$ cat config.mk
export PLATFORM = sky130hd
export DESIGN_NAME = load_store_unit
export DESIGN_NICKNAME = d
export VERILOG_FILES = /design/src/rtl/load_store_unit_pkg.sv /design/src/rtl/load_store_unit_lane_align.sv /design/src/rtl/load_store_unit.sv
export SDC_FILE = /design/constraint.sdc
export NUM_CORES = 1
export LEC_CHECK = 0
export ABC_CLOCK_PERIOD_IN_PS = 3800
export CAP_MARGIN = 10
export CORE_MARGIN = 2
export CORE_UTILIZATION = 47
export CTS_BUF_LIST = sky130_fd_sc_hd__clkbuf_4
export CTS_CLUSTER_SIZE = 40
export DETAILED_ROUTE_END_ITERATION = 7
export PLACE_DENSITY = 0.9
export SLEW_MARGIN = 20
export SYNTH_ARGS = -nofsm -noshare
export SYNTH_HDL_FRONTEND = slang
export SYNTH_HIERARCHICAL = 1
export SYNTH_SLANG_ARGS = --single-unit
$ cat constraint.sdc
create_clock -name clk -period 3.8 [get_ports clk]
set_input_delay 0.57 -clock clk [delete_from_list [all_inputs] [get_ports clk]]
set_output_delay 0.57 -clock clk [all_outputs]
set_load 0.02 [all_outputs]
$ cat src/rtl/load_store_unit_pkg.sv
// Shared types for the load/store unit: address/data words, funct3 codes,
// FSM states and the legality/alignment helpers.
package load_store_unit_pkg;

  typedef logic [31:0] addr_t;
  typedef logic [31:0] data_t;

  localparam logic [2:0] F3_B  = 3'b000;
  localparam logic [2:0] F3_H  = 3'b001;
  localparam logic [2:0] F3_W  = 3'b010;
  localparam logic [2:0] F3_BU = 3'b100;
  localparam logic [2:0] F3_HU = 3'b101;

  typedef enum logic [1:0] {
    ST_IDLE   = 2'd0,
    ST_ACCESS = 2'd1,
    ST_DONE   = 2'd2
  } lsu_state_e;

  function automatic logic f3_legal(
    input logic       we,
    input logic [2:0] f3
  );
    logic ok;
    case (f3)
      F3_B, F3_H, F3_W: ok = 1'b1;
      F3_BU, F3_HU:     ok = !we;
      default:          ok = 1'b0;
    endcase
    return ok;
  endfunction

  function automatic logic misaligned(
    input logic [2:0] f3,
    input logic [1:0] lo
  );
    logic m;
    case (f3)
      F3_H, F3_HU: m = lo[0];
      F3_W:        m = (lo != 2'b00);
      default:     m = 1'b0;
    endcase
    return m;
  endfunction

endpackage

$ cat src/rtl/load_store_unit_lane_align.sv
// Byte-lane steering: store replication and strobes, load extraction
// with sign/zero extension.
module lsu_lane_align
  import load_store_unit_pkg::*;
(
  input  logic [2:0] funct3_i,
  input  logic [1:0] addr_lo_i,
  input  data_t      wdata_i,
  input  data_t      rdata_i,
  output data_t      wdata_o,
  output logic [3:0] strb_o,
  output data_t      rdata_o
);

  data_t rsh;

  always_comb begin
    wdata_o = wdata_i;
    strb_o  = 4'b1111;
    case (funct3_i[1:0])
      2'b00: begin
        wdata_o = {4{wdata_i[7:0]}};
        strb_o  = 4'b0001 << addr_lo_i;
      end
      2'b01: begin
        wdata_o = {2{wdata_i[15:0]}};
        strb_o  = 4'b0011 << {addr_lo_i[1], 1'b0};
      end
      default: ;
    endcase
  end

  assign rsh = rdata_i >> {addr_lo_i, 3'b000};

  always_comb begin
    rdata_o = '0;
    case (funct3_i)
      F3_B:    rdata_o = {{24{rsh[7]}}, rsh[7:0]};
      F3_H:    rdata_o = {{16{rsh[15]}}, rsh[15:0]};
      F3_W:    rdata_o = rsh;
      F3_BU:   rdata_o = {24'b0, rsh[7:0]};
      F3_HU:   rdata_o = {16'b0, rsh[15:0]};
      default: rdata_o = '0;
    endcase
  end

endmodule

$ cat src/rtl/load_store_unit.sv
// Single-outstanding load/store unit: IDLE -> ACCESS -> DONE, with
// misaligned/illegal requests short-circuiting straight to DONE.
module load_store_unit
  import load_store_unit_pkg::*;
(
  input  logic       clk,
  input  logic       reset,
  input  logic       req_valid,
  output logic       req_ready,
  input  logic       req_we,
  input  logic [2:0] req_funct3,
  input  addr_t      req_addr,
  input  data_t      req_wdata,
  output logic       resp_valid,
  output data_t      resp_rdata,
  output logic       resp_error,
  output addr_t      mem_address,
  output data_t      mem_write_data,
  output logic [3:0] mem_write_enable,
  input  data_t      mem_read_data
);

  lsu_state_e state_q, state_d;
  logic       we_q, we_d;
  logic [2:0] f3_q, f3_d;
  addr_t      addr_q, addr_d;
  data_t      wdata_q, wdata_d;
  logic       err_q, err_d;

  logic [3:0] strb;
  data_t      ld_data;
  logic       bad;

  assign bad = !f3_legal(req_we, req_funct3)
             || misaligned(req_funct3, req_addr[1:0]);

  always_ff @(posedge clk or posedge reset) begin
    if (reset) begin
      state_q <= ST_IDLE;
      we_q    <= 1'b0;
      f3_q    <= '0;
      addr_q  <= '0;
      wdata_q <= '0;
      err_q   <= 1'b0;
    end else begin
      state_q <= state_d;
      we_q    <= we_d;
      f3_q    <= f3_d;
      addr_q  <= addr_d;
      wdata_q <= wdata_d;
      err_q   <= err_d;
    end
  end

  always_comb begin
    state_d = state_q;
    we_d    = we_q;
    f3_d    = f3_q;
    addr_d  = addr_q;
    wdata_d = wdata_q;
    err_d   = err_q;
    case (state_q)
      ST_IDLE: begin
        if (req_valid) begin
          we_d    = req_we;
          f3_d    = req_funct3;
          addr_d  = req_addr;
          wdata_d = req_wdata;
          err_d   = bad;
          state_d = bad ? ST_DONE : ST_ACCESS;
        end
      end
      ST_ACCESS: state_d = ST_DONE;
      ST_DONE:   state_d = ST_IDLE;
      default:   state_d = ST_IDLE;
    endcase
  end

  lsu_lane_align u_align (
    .funct3_i  (f3_q),
    .addr_lo_i (addr_q[1:0]),
    .wdata_i   (wdata_q),
    .rdata_i   (mem_read_data),
    .wdata_o   (mem_write_data),
    .strb_o    (strb),
    .rdata_o   (ld_data)
  );

  // Address stays on the latched word so MMIO read paths hold through DONE
  assign mem_address = {addr_q[31:2], 2'b00};

  assign req_ready  = (state_q == ST_IDLE);
  assign resp_valid = (state_q == ST_DONE);
  assign resp_error = (state_q == ST_DONE) && err_q;

  assign mem_write_enable =
    (state_q == ST_ACCESS && we_q && !err_q) ? strb : 4'b0000;

  assign resp_rdata =
    (state_q == ST_DONE && !we_q && !err_q) ? ld_data : '0;

endmodule

Yosys cells after proc, flatten, opt, wreduce, memory -nomap -nowiden
Index checks and enable logic that the tools add are counted.
- register bits: 71
- input bits: 103
- word-level logic and storage cells: 50
- equality and inequality tests: 12
- shift-type cells: 3
- multiplexer cells: 10
- reductions and logical operators: 19
- operator list (operator ; number):
    one-hot mux 32 bit (5 select lines) ; 1
    one-hot mux 32 bit (2 select lines) ; 1
    two-way mux 32 bit ; 1
    >> shifter 32 x 5 -> 32 bit ; 1
    == test 3 bit, second input constant ; 4
    one-hot mux 4 bit (2 select lines) ; 1
    == test 3 x 1 -> 1 bit, second input constant ; 2
    == test 3 x 2 -> 1 bit, second input constant ; 2
    zero test 3 bit ; 2
    logical AND 1 bit ; 5
    == test 2 x 1 -> 1 bit, second input constant ; 2
    zero test 1 bit ; 4
    zero test 2 bit ; 2
    two-way mux 2 bit ; 2
    two-way mux 4 bit ; 1
    one-hot mux 1 bit (2 select lines) ; 2
    one-hot mux 2 bit (2 select lines) ; 1
    OR reduction 2 bit ; 2
    << shifter 1 x 2 -> 4 bit, first input constant ; 1
    << shifter 2 x 2 -> 4 bit, first input constant ; 1
    OR reduction 3 bit ; 1
    == test 2 bit, second input constant ; 1
    != test 2 bit, second input constant ; 1
    AND reduction 2 bit ; 1
    2 further kinds ; 2

Logic depth before layout (Yosys ltp)
Gate-level depths: netlist of run 1.
- word-level depth: 8
- gate-level depth with buffers: 7
- gate-level depth less buffers: 5

Cells and area by module
The synthesis of run 1 kept the hierarchy.
- modules (own cells, without submodules) (module ; instances ; cells an instance ; area each (µm²)):
    load_store_unit ; 1 ; 234 ; 3198.1
    lsu_lane_align ; 1 ; 171 ; 1286.2

Worst setup path after synthesis of run 1
OpenSTA, ideal clock, no wires.
- path type: input port to output port
- start point: input mem_read_data[31]
- end point: output resp_rdata[24]
- data arrival time: 1.523 ns
- data required time: 3.230 ns
- setup slack: 1.707 ns
- stages on the path: 5
- buffers on the path: 0
- path through: nand2b_1 -> a311oi_2 -> o211a_4 -> a21o_1 -> and2_1
- longest elaborated chain between the ends: 3
- ends and longest elaborated chain (item ; RTL line ; source):
    start: declaration ; load_store_unit.sv:20 ; input data_t mem_read_data
    >> shifter 32 x 5 -> 32 bit ; load_store_unit_lane_align.sv:33 ; assign rsh = rdata_i >> {addr_lo_i, 3'b000};
    one-hot mux 32 bit (5 select lines) ; load_store_unit_lane_align.sv:37 ; case (funct3_i)
    net ld_data[24] ; load_store_unit.sv:31 ; data_t ld_data;
    two-way mux 32 bit ; load_store_unit.sv:100 ; (state_q == ST_DONE && !we_q && !err_q) ? ld_data : '0;
    end: declaration ; load_store_unit.sv:15 ; output data_t resp_rdata,
The timed path passes the listed nets, and every way through them passes these cells.

Worst setup path after layout of run 1
- start point: register addr_q[0]
- end point: output resp_rdata[1]
- longest elaborated chain between the ends: 3
- ends and longest elaborated chain (item ; RTL line ; source):
    start: declaration ; load_store_unit.sv:26 ; addr_t addr_q, addr_d;
    start signal: assignment ; load_store_unit.sv:49 ; addr_q <= addr_d;
    >> shifter 32 x 5 -> 32 bit ; load_store_unit_lane_align.sv:33 ;
    one-hot mux 32 bit (5 select lines) ; load_store_unit_lane_align.sv:37 ;
    net ld_data[1] ; load_store_unit.sv:31 ;
    two-way mux 32 bit ; load_store_unit.sv:100 ;
The timed path passes the listed nets, and every way through them passes these cells.

==> results of run 1 <==
## per-layer routing
| metal | vias up | share of wire [%] | track usage (%) |
|---|---|---|---|
| met1 | 1726 | 39 | 25.7 |
| met3 | 16 | 9.7 | 7.45 |
| met4 | 0 | 1.8 | 9.36 |
| met2 | 164 | 49 | 41.8 |
| li1 | 1694 | - | - |
| met5 | - | 0 | 0 |
## sequential cells by signal, indices dropped and copies added (netlist names)
register and count:
addr_q 32, we_q 1, f3_q 3, err_q 1
wdata_q 32, state_q 2
## metrics by stage
step,cell area (um^2),cells
floorplan,4490,406
global placement,6260,679
detailed placement,6260,679
CTS,6430,695
global route,6430,695
finish,6430,695
## final cells by class
class                   instances  share of cell area (%)
inverters                       3                   0.175
repair buffers                211                    32.5
multi-input cells             265                    34.5
flip-flops and latches         71                    27.6
well taps                     129                    2.51
clock buffers                  10                    1.17
clock inverters                 6                    1.46
## worst max path at each step
stage | start | endpoint | slack (ns) | depth (start not counted)
after floorplan | reset | addr_q[0]$_DFFE_PP0P_ | 1.43 | 1
after global placement | mem_read_data[31] | resp_rdata[31] | 0.53 | 7
after detailed placement | mem_read_data[31] | resp_rdata[23] | 0.48 | 7
after CTS | addr_q[0]$_DFFE_PP0P_ | resp_rdata[1] | 0.26 | 5
after global routing | addr_q[0]$_DFFE_PP0P_ | resp_rdata[23] | 0.14 | 6
final | addr_q[0]$_DFFE_PP0P_ | resp_rdata[1] | 0.28 | 5
## worst reg2reg max path, stage by stage, from the launching register on
cell     delay, ns
dfrtp_1       0.45
nor3b_2       0.23
buf_4         0.53
mux2_1        0.43
## report_power, final
part           switching, mW  leakage, nW  internal [mW]
registers              0.151        0.832          0.917
logic                  0.702         1.74          0.742
clock network          0.283       0.0872          0.279
total                   1.14         2.66           1.94
## synth_stat cells (2+ instances only)
cell	count
nor2_1	3
clkbuf_1	4
a21o_1	7
and2_1	37
buf_4	52
nor3_1	2
a211oi_1	15
dfrtp_1	71
and2_0	2
buf_6	4
o21ai_0	25
mux2_1	67
nor2_2	2
inv_1	3
nand2_1	18
nor2b_1	10
nand3_1	2
o21bai_1	4
buf_2	6
mux2_2	18
mux2i_1	26
o2bb2ai_1	6
## cell families (layout without fill, tap and decap cells)
group | count (synthesis) | in the layout
AOI/OAI and AO/OA | 66 | 66
buffers and inverters | 70 | 230
DFF | 71 | 71
muxes | 112 | 112
other | 1 | 2
and+or+nand+nor | 85 | 85
==> impl_metrics.json, run 1 <==
{
  "outcome": "finished clean",
  "rows": 35,
  "avgSynthCellArea_um2": 11.1,
  "r2r_end": "wdata_q[13]$_DFFE_PP0P_",
  "yosys-top-cells-area": "dfrtp_1 (40%), mux2_1 (17%), buf_4 (8.7%)",
  "synth_top_family_by_area": "multiplexers",
  "cts_hold_buf": 0,
  "synth-seq-cells": 71,
  "final_common_cell": "clkdlybuf4s50_1",
  "power.leakage_nw": 2.66,
  "hpwlAfterDp_mm": 9.40,
  "grt_pass1_wl_mm": 18.8,
  "place_congestion": 0.853,
  "max_stage_delay_ns": 0.78,
  "skew_ns": 0.0243,
  "yosys.area.top_type_share_pct": 39.6,
  "fill_cells": 681,
  "synth-simple-area-share_pct": 11.2,
  "synthesis.area_um2": 4480,
  "tns_ns": 0,
  "ys_types": 43,
  "reg2reg_slack_ns": 2.06,
  "ys_seq_area_share_pct": 39.6,
  "core_region_area_um2": 9240,
  "cts_setup_buffers": 0,
  "wirelength_mm": 12.2,
  "maxSlewHeadroom_pct": 40.9,
  "fin_crit_ns": 3.52,
  "grt_pass1_vias": 3760,
  "syn_inst": 405,
  "cts_root_buf": "clkbuf_4",
  "drive_gt1_share_pct": 9.54,
  "r2r_start": "state_q[0]$_DFFE_PP0P_",
  "dr.pass1.iters": 4,
  "die_h_um": 102,
  "via_per_inst": 5.18,
  "ant_nets": 0,
  "cp_slowest_cell": "dfrtp_1",
  "drtIter0Drc": 136,
  "drv_cap": 0,
  "htree_num_levels": 3,
  "wl_per_cell_um": 17.6,
  "grt_max_degree": 47,
  "synth_edf_count": 0,
  "worst_slack_ns": 0.284,
  "n_antenna_cell": 0,
  "r2r_cells": 3,
  "fin_crit_sh_pct": 92.5,
  "path_cells": "buf_4 > mux2i_1 > a211oi_1 > and2_1 > clkdlybuf4s50_1",
  "synth_flop_cell": "dfrtp_1",
  "synth_compound_area_share_pct": 10.4,
  "tightestPinTransition_ns": 0.885,
  "vdd_drop_max_uv": 397,
  "min_to": "addr_q[27]$_DFFE_PP0P_",
  "track_usage_pct": 23.4,
  "dieArea_um2": 10300,
  "rsz0062_at_grt": "false",
  "multiInputGateArea_um2": 2220,
  "syn_to_final_growth_pct": 43.4,
  "initial_utilization_pct": 48.5,
  "required_ns": 3.23,
  "crit_family": "buffers and inverters",
  "setup_viol": 0,
  "num_vias": 3600,
  "fmax_ghz": 0.284,
  "antenna_found_initial": 0,
  "clk_latency_ns": 0.43,
  "synth_xor_xnor_area_share_pct": 0,
  "yosysTopAreaCell": "dfrtp_1",
  "path_class": "register to primary output",
  "cts_resized": 0,
  "numPortBuffers": 203,
  "cts.sinks": 71,
  "grt_overflow": 0,
  "preCtsSetupSlack_ns": 0.485,
  "regArea_um2": 1780,
  "nets": 664,
  "synthArstFlopShare_pct": 100,
  "hp-start": "addr_q[27]$_DFFE_PP0P_",
  "path_clk_slew_ns": 0.12,
  "crit_path_start_kind": "register",
  "cts_tree": "yes",
  "ys.warnings.count": 6,
  "path_max_fanout": 25,
  "hold_viol": 0,
  "end_kind": "primary output",
  "drc": 0,
  "clockBufferDepth": 2,
  "cellPowerDensity_nw_per_um2": 478,
  "post-route-util_pct": 69.6,
  "cp.arrival_ns": 2.95,
  "whs_path_depth": 1,
  "synthAdderAreaFrac_pct": 0,
  "layout_common_cells": "clkdlybuf4s50_1 (203), dfrtp_1 (71), mux2_1 (67)",
  "cts_buffers": 9,
  "maxSlewViolCount": 0,
  "io_pins": 206,
  "cp_num_buf_inv": 2,
  "synthMuxAreaShare_pct": 27.7,
  "die_x_um": 102,
  "holdWs_ns": 0.498,
  "hold_class": "register to register",
  "power_mw": 3.07
}
No activity file was read; power rests on OpenSTA's default activity.
==> run 2: changes to the inputs <==
--- a/config.mk
+++ b/config.mk
@@ -12,7 +12,7 @@
 export CTS_BUF_LIST = sky130_fd_sc_hd__clkbuf_4
 export CTS_CLUSTER_SIZE = 40
 export DETAILED_ROUTE_END_ITERATION = 7
-export PLACE_DENSITY = 0.9
+export PLACE_DENSITY = 0.95
 export SLEW_MARGIN = 20
 export SYNTH_ARGS = -nofsm -noshare
 export SYNTH_HDL_FRONTEND = slang
==> run 2 against run 1 <==
Net effect:
- cell area shrank 0.18%
- die area unchanged
- routed wire length rose by 0.44%
- worst hold slack worse by 0.0022 ns
- core utilization is 0.12 points lower
- via count is 0.89% higher
- sequential share of layout area is essentially flat
- largest power group unchanged
==> impl_metrics.json, run 2 (same netlist as run 1, synthesis figures left out) <==
{
  "die_x_um": 102,
  "whs_path_depth": 1,
  "required_ns": 3.23,
  "drtIter0Drc": 124,
  "reg2reg_slack_ns": 2.08,
  "cts_root_buf": "clkbuf_4",
  "path_clk_slew_ns": 0.11,
  "num_vias": 3632,
  "setup_viol": 0,
  "path_class": "input pin to primary output",
  "skew_ns": 0.0222,
  "numPortBuffers": 203,
  "nets": 663,
  "io_pins": 206,
  "dieArea_um2": 10300,
  "r2r_start": "state_q[1]$_DFFE_PP0P_",
  "n_antenna_cell": 0,
  "drv_cap": 0,
  "dpl_cell_area_um2": 6270,
  "hold_viol": 0,
  "dr.pass1.iters": 4,
  "cts_tree": "yes",
  "rows": 35,
  "cts_hold_buf": 0,
  "ant_nets": 0,
  "tns_ns": 0,
  "wl_per_cell_um": 17.7,
  "vdd_drop_max_uv": 383,
  "grt_max_degree": 72,
  "wirelength_mm": 12.3,
  "r2r_cells": 3,
  "cts.sinks": 71,
  "hold_class": "register to register",
  "grt_pass1_wl_mm": 18.9,
  "fmax_ghz": 0.298,
  "layout_common_cells": "clkdlybuf4s50_1 (203), dfrtp_1 (71), mux2_1 (67)",
  "fin_crit_ns": 3.35,
  "clockBufferDepth": 2,
  "cts_resized": 0,
  "track_usage_pct": 23.6,
  "initial_utilization_pct": 48.5,
  "power.leakage_nw": 2.65,
  "tightestPinTransition_ns": 0.897,
  "clk_latency_ns": 0.42,
  "path_max_fanout": 9,
  "outcome": "finished clean",
  "antenna_found_initial": 0,
  "crit_path_start_kind": "input pin",
  "die_h_um": 102,
  "cts_setup_buffers": 0,
  "drive_gt1_share_pct": 9.04,
  "cellPowerDensity_nw_per_um2": 476,
  "final_area_um2": 6420,
  "cp.arrival_ns": 2.78,
  "maxSlewViolCount": 0,
  "end_kind": "primary output",
  "final_common_cell": "clkdlybuf4s50_1",
  "grt_overflow": 0,
  "hpwlAfterDp_mm": 9.39,
  "via_per_inst": 5.24,
  "syn_to_final_growth_pct": 43.2,
  "cts_buffers": 9,
  "fin_crit_sh_pct": 88.3,
  "hp-start": "addr_q[4]$_DFFE_PP0P_",
  "maxSlewHeadroom_pct": 40.1,
  "grt_pass1_vias": 3765,
  "core_region_area_um2": 9240,
  "place_congestion": 0.891,
  "min_to": "addr_q[4]$_DFFE_PP0P_",
  "drc": 0,
  "rsz0062_at_grt": "false",
  "r2r_end": "wdata_q[25]$_DFFE_PP0P_",
  "htree_num_levels": 3,
  "reg_top3": "addr_q (32), wdata_q (32), f3_q (3)"
}
-- run 2: changes by cell type in the layout (fill, tap and decap cells not counted), sizes merged --
cell    previous run  this run
clkbuf            10         9
buf                8         7
-- run 2: worst max-delay path: stages --
cell and delay [ns]:
clkdlybuf4s50_1 0.55, nand2b_1 0.13, a311oi_2 0.39, o211ai_2 0.25
o21ai_0 0.14, and2_1 0.15, clkdlybuf4s50_1 0.60
-- run 2: stage by stage --
| stage | hold WS (ns) | total power, mW | setup slack (ns) | instances | util (%) |
|---|---|---|---|---|---|
| after floorplan | 0.452 | 2.02 | 1.43 | 406 | - |
| after global placement | 0.463 | 2.48 | 0.558 | 678 | 67.8 |
| after detailed placement | 0.474 | 2.53 | 0.460 | 678 | 67.8 |
| after CTS | 0.500 | 3.07 | 0.456 | 693 | 69.5 |
| after global routing | 0.504 | 3.20 | 0.283 | 693 | 69.5 |
| final | 0.496 | 3.05 | 0.446 | 693 | 69.5 |
-- run 2: layout make-up --
type	count	area, um^2
Clock buffer	9	67.6
Clock inverter	6	85.1
Fill cell	664	2820
Inverter	3	11.3
Multi-Input combinational cell	265	2220
Sequential cell	71	1780
Tap cell	129	161
Timing Repair Buffer	210	2100
-- run 2: worst max-delay path by stage --
| stage | from | end | slack [ns] | depth (start not counted) |
|---|---|---|---|---|
| after floorplan | reset | addr_q[0]$_DFFE_PP0P_ | 1.43 | 1 |
| after global placement | mem_read_data[31] | resp_rdata[20] | 0.56 | 7 |
| after detailed placement | mem_read_data[31] | resp_rdata[17] | 0.46 | 7 |
| after CTS | state_q[0]$_DFFE_PP0P_ | resp_rdata[12] | 0.46 | 4 |
| after global routing | state_q[0]$_DFFE_PP0P_ | resp_rdata[12] | 0.28 | 4 |
| final | mem_read_data[31] | resp_rdata[31] | 0.45 | 7 |
-- run 2: power breakdown --
group | internal (mW) | total [mW] | leakage [nW] | switching, mW
Sequential | 0.918 | 1.05 | 0.832 | 0.130
Clock | 0.262 | 0.532 | 0.0798 | 0.270
Combinational | 0.746 | 1.47 | 1.74 | 0.728
Total | 1.93 | 3.05 | 2.65 | 1.13
-- run 2: per-layer routing --
layer | routed length [um] | up-vias | GRT usage [%]
li1 | - | 1687 | -
met1 | 4560 | 1729 | 25.5
met5 | 0 | - | 0
met4 | 386 | 0 | 11.7
met2 | 5920 | 189 | 40.3
met3 | 1390 | 27 | 8.97
